`src/rtl/usrt_tx_fifo.sv`:
```
// Buffered USRT transmitter: FIFO -> start/data/[parity]/stop frames on TXD with a derived bit clock.
// Optional parity bit and par_odd input are enabled by defining USRT_TX_PARITY_EN.
module usrt_tx_fifo #(
   parameter int DATA_W     = 8,
   parameter int FIFO_DEPTH = 16,
   parameter int CLK_DIV    = 2,
   parameter int STOP_BITS  = 1
) (
   input  logic                          clk,
   input  logic                          rst,
   input  logic                          start,
   input  logic                          wr_en,
   input  logic [DATA_W-1:0]             wr_data,
`ifdef USRT_TX_PARITY_EN
   input  logic                          par_odd,
`endif
   output logic                          full,
   output logic                          empty,
   output logic [$clog2(FIFO_DEPTH):0]   level,
   output logic                          busy,
   output logic                          usrt_clk_o,
   output logic                          RTS,
   output logic                          TXD
);

   localparam int AW    = $clog2(FIFO_DEPTH);
   localparam int LW    = AW + 1;
   localparam int DIV_W = $clog2(CLK_DIV);
   localparam int CNT_W = $clog2(DATA_W);

   typedef enum logic [2:0] {IDLE, SETUP, START, DATA, PARITY, STOP} state_t;

   state_t              state, state_n;
   logic [DIV_W-1:0]    div;
   logic [CNT_W-1:0]    bit_cnt, bit_cnt_n;
   logic [AW-1:0]       wr_ptr, rd_ptr;
   logic [LW-1:0]       count, count_n;
   logic [DATA_W-1:0]   mem [FIFO_DEPTH];
   logic [DATA_W-1:0]   shift;
   logic                bit_end;
   logic                pop;
   logic                push;
`ifdef USRT_TX_PARITY_EN
   logic                par;
`endif

   // A full FIFO still accepts a write when the head leaves on the same edge
   assign push    = wr_en && (!full || pop);
   assign bit_end = (div == DIV_W'(CLK_DIV - 1));
   assign busy    = (state != IDLE);
   assign RTS     = (state != IDLE);
   assign level   = count;
   assign usrt_clk_o = busy && (div >= DIV_W'(CLK_DIV / 2));

   always_comb begin
      count_n = count;
      case ({push, pop})
         2'b10:   count_n = count + 1'b1;
         2'b01:   count_n = count - 1'b1;
         default: count_n = count;
      endcase
   end

   always_ff @(posedge clk) begin
      if (!rst) begin
         wr_ptr <= '0;
         rd_ptr <= '0;
         count  <= '0;
         full   <= 1'b0;
         empty  <= 1'b1;
      end else begin
         if (push) wr_ptr <= wr_ptr + 1'b1;
         if (pop)  rd_ptr <= rd_ptr + 1'b1;
         count <= count_n;
         full  <= (count_n == LW'(FIFO_DEPTH));
         empty <= (count_n == '0);
      end
   end

   always_ff @(posedge clk) begin
      if (push) mem[wr_ptr] <= wr_data;
   end

   always_ff @(posedge clk) begin
      if (!rst) begin
         state   <= IDLE;
         div     <= '0;
         bit_cnt <= '0;
      end else begin
         state   <= state_n;
         bit_cnt <= bit_cnt_n;
         if (!busy || bit_end) div <= '0;
         else                  div <= div + 1'b1;
      end
   end

   always_comb begin
      state_n   = state;
      bit_cnt_n = bit_cnt;
      pop       = 1'b0;
      case (state)
         IDLE: begin
            bit_cnt_n = '0;
            if (start && !empty) state_n = SETUP;
         end
         SETUP: begin
            if (bit_end) begin
               pop     = 1'b1;
               state_n = START;
            end
         end
         START: begin
            if (bit_end) begin
               bit_cnt_n = '0;
               state_n   = DATA;
            end
         end
         DATA: begin
            if (bit_end) begin
               if (bit_cnt == CNT_W'(DATA_W - 1)) begin
                  bit_cnt_n = '0;
`ifdef USRT_TX_PARITY_EN
                  state_n   = PARITY;
`else
                  state_n   = STOP;
`endif
               end else begin
                  bit_cnt_n = bit_cnt + 1'b1;
               end
            end
         end
         PARITY: begin
            if (bit_end) begin
               bit_cnt_n = '0;
               state_n   = STOP;
            end
         end
         STOP: begin
            if (bit_end) begin
               if (bit_cnt == CNT_W'(STOP_BITS - 1)) begin
                  bit_cnt_n = '0;
                  // Back-to-back frames skip SETUP while the burst continues
                  if (start && !empty) begin
                     pop     = 1'b1;
                     state_n = START;
                  end else begin
                     state_n = IDLE;
                  end
               end else begin
                  bit_cnt_n = bit_cnt + 1'b1;
               end
            end
         end
         default: state_n = IDLE;
      endcase
   end

   always_ff @(posedge clk) begin
      if (pop) begin
         shift <= mem[rd_ptr];
`ifdef USRT_TX_PARITY_EN
         par   <= (^mem[rd_ptr]) ^ par_odd;
`endif
      end else if (state == DATA && bit_end) begin
         shift <= shift >> 1;
      end
   end

   always_comb begin
      TXD = 1'b1;
      case (state)
         START:   TXD = 1'b0;
         DATA:    TXD = shift[0];
`ifdef USRT_TX_PARITY_EN
         PARITY:  TXD = par;
`endif
         default: TXD = 1'b1;
      endcase
   end

endmodule

```
`config.mk`:
```
export PLATFORM = sky130hd
export DESIGN_NAME = usrt_tx_fifo
export DESIGN_NICKNAME = d
export VERILOG_FILES = /design/src/rtl/usrt_tx_fifo.sv
export SDC_FILE = /design/constraint.sdc
export NUM_CORES = 1
export LEC_CHECK = 0
export ABC_AREA = 0
export BUFFER_PORTS_ARGS = -buffer_cell sky130_fd_sc_hd__buf_4
export CAP_MARGIN = 10
export CORE_MARGIN = 2
export CORE_UTILIZATION = 48
export DETAILED_ROUTE_END_ITERATION = 12
export GPL_TIMING_DRIVEN = 1
export PLACE_DENSITY = 0.74
export SETUP_SLACK_MARGIN = 0.5
export SYNTH_ARGS = -nofsm -noshare
export SYNTH_HDL_FRONTEND = slang
export SYNTH_SLANG_ARGS = --single-unit
```
`constraint.sdc`:
```
create_clock -name clk -period 5.4 [get_ports clk]
set_clock_uncertainty 0.2 [all_clocks]
set_input_delay 0.27 -clock clk [delete_from_list [all_inputs] [get_ports clk]]
set_output_delay 0.27 -clock clk [all_outputs]
set_load 0.05 [all_outputs]
```
==> results.tsv <==
metric	value	unit
crit path DAT	3.62	ns
first-pass GRT wire length	19300	um
CP Launch Type	flop	
number of synthesized flops with an enable pin	136	
Worst Path Buf+Inv	2	
xor/xnor share of the synthesized area	0.0116	
# hold bufs at CTS	9	
Die Area	0.0151	sq mm
post-synthesis simple-gate area fraction	0.0736	
endpoints failing setup	0	
f_max	285	MHz
Num CTS Buffers	17	
max-cap viol count	0	
Adder-Cell Fraction of Synth Area	0.0202	
Worst Hold Class	in2reg	
register bit total from synthesis	162	
area growth from synthesis to layout	14.1	%
run status	finished clean	
CTS H-tree depth	4	
Post-CTS Repair Setup Buffers	0	
maximum buffer depth of the clock tree	2	
Power Internal	2100	uW
ANT nets after route	0	
clock-pin slew on the worst setup and hold paths	0.06	ns
Tot Pwr	2660	uW
Mapped Nets	449	
Slew headroom	0.321	
Pleak	0.00260	uW
Core ar.	0.0139	sq mm
setup tns final	0	ns
Worst Path Required	5.51	ns
RSZ-0062 raised after global routing	false	
Synth Flop Type	edfxtp_1	
# DRC	0	
max incr delay on CP	0.42	ns
multiplexer share of the synthesized area	0.129	
Initial Util	0.490	
pwr dens	342	mW/mm^2
post-DP HPWL	7670	um
Final Max Slew Viols	0	
cell taking the most area after synthesis	edfxtp_1	
Clk Latency, worst-skew pair	0.42	ns
post-synthesis compound-gate area fraction	0.0612	
fillers	1085	
vias in the first global route	3660	
Seq pwr share	0.522	
Synth async-reset ratio	0	
final WL	12100	um
Placer Congestion	0.857	
Fin Hold WS	0.118	ns
NetSw	554	uW
Post-Syn Instances	426	
area fraction of the dominant cell type after synthesis	0.600	
Sw Share	0.209	
share of post-route cells with drive strength above 1	0.158	
Synth Warn #	0	
Least-Margin Pin Slew	1.02	ns
layout net count	485	
CTS-repair resized insts	0	
Tot GR Track Use	0.176	
I/O pin count	23	
most frequent cells after synthesis	edfxtp_1 (136), nor2_1 (43), dfxtp_1 (26), mux4_1 (18), nand2_1 (18)	
initial antenna violation count	0	
final hold vios	0	
ANT cells	0	
Cell Area, Placed	0.00710	sq mm
critical-path cell list	inv_1 > ha_1 > nand4bb_1 > a211o_1 > a21boi_4 > inv_1 > ha_1 > xor2_1 > ha_1 > nor2_1 > o31a_1 > o211ai_1 > xnor2_1 > nor4b_1	
remaining global-route overflow	0	
CP delay by family, top	compound AO/OA/AOI/OAI gates	
drt initial violations	289	
Layout Utilization	0.559	
most frequent cell after synthesis	edfxtp_1	
Worst VDD drop	0.000258	V
CTS tree	yes	
maximum fanout along the worst path	9	
minimum clock period	3.51	ns
Post-Syn Area	0.00680	sq mm
Vias per Instance	5.63	
die span in y	123	um
drt wl/cell	18.5	um
WS Path Type	reg2reg	
cell mode on critical path	ha_1	
Final period util	0.651	
Slowest-stage cell, CP	a211o_1	
Logic pwr share	0.048	
ranking of synthesized cells by area	edfxtp_1 (60%), dfxtp_1 (7.6%), mux4_1 (7.0%), mux4_2 (3.0%), nor2_1 (2.4%)	
Root Driver	clkbuf_16	
row cnt	43	
DR pass1 iterations	4	
final instance area	0.00776	sq mm
distinct cell type count after synthesis	49	
largest family of logic cells by synthesized area	multiplexers	
clock sinks	162	
mean post-synth cell area	16.0	sq um
largest net degree at the start of global routing	42	
DR vias	3688	
clock share of power	0.430	
DIE WIDTH	123	um
Port-buffer cells	22	
crit end category	flop	
Seq/Total Area, Yosys	0.677	
[layout make-up]
| cell class | instances | area [sq um] | area share |
|---|---|---|---|
| Clock buffer | 20 | 437 | 0.0562 |
| Clock inverter | 12 | 134 | 0.0172 |
| Inverter | 13 | 48.8 | 0.00628 |
| Multi-Input combinational cell | 230 | 2010 | 0.259 |
| Sequential cell | 162 | 4600 | 0.593 |
| Tap cell | 180 | 225 | 0.0290 |
| Timing Repair Buffer | 38 | 308 | 0.0396 |
[cells in the final DEF, fill, tap and decap left out, types with 9 or more instances in the layout]
master         synthesis  final
nor2_1                43     43
nor2b_1               16     16
mux2i_1               12     12
a21oi_1               16     16
ha_1                  11     11
mux4_1                18     18
clkbuf_16              0     17
inv_1                 11     11
a211oi_1               9      9
nand2_1               18     18
dlygate4sd3_1          0      9
o21ai_0               10     10
edfxtp_1             136    136
buf_4                  3     29
mux4_2                 9      9
dfxtp_1               26     26
[metal layers]
| metal | wire length (um) | part of all wire | global-route usage | up-vias |
|---|---|---|---|---|
| met1 | 5430 | 0.45 | 0.230 | 1861 |
| li1 | - | - | - | 1731 |
| met2 | 6050 | 0.50 | 0.282 | 86 |
| met5 | 0 | 0 | 0 | - |
| met4 | 149 | 0.012 | 0.0646 | 0 |
| met3 | 503 | 0.041 | 0.0521 | 10 |
[stage by stage]
step / worst slack, ns / std cells
CTS: 1.86 / 655
detailed placement: 1.87 / 614
finish: 1.89 / 655
floorplan: 2.13 / 426
global placement: 2.09 / 614
global route: 1.58 / 655
[kinds of logic after synthesis]
kind of cell / after synthesis
fa+ha+maj: 11
buf+inv: 34
compound gates: 60
xor+xnor: 9
simple gates: 104
mux: 46
flops: 162
[path summary, 6_finish.rpt]
path | from | to | slack (ns) | cells past startpoint
worst max-delay path | bit_cnt[0] | full | 1.89 | 14
worst min-delay path | wr_en | wr_ptr[2] | 0.12 | 4
worst max register to register | bit_cnt[0] | full | 1.89 | 14
worst min register to register | bit_cnt[2] | bit_cnt[2] | 0.29 | 2
[worst min-delay path, cell delays in order]
cell and delay (ns):
buf_4 0.12, o211ai_2 0.14, xor2_1 0.08, nor2_1 0.07
[power groups by stage]
stage,combinational [uW],sequential (uW),clock [uW]
finish,127,1390,1140
global route,139,1390,1210
CTS,127,1390,1160
detailed placement,121,1410,0
global placement,117,1410,0
floorplan,70.4,1420,0
[state kept, by name (all words and copies together) (netlist names), named ones only]
name / cells
bit_end: 1
state: 3
full: 1
level: 5
empty: 1
mem: 128
rd_ptr: 4
bit_cnt: 3
wr_ptr: 4
shift: 8
No activity file was read; power rests on OpenSTA's default activity.
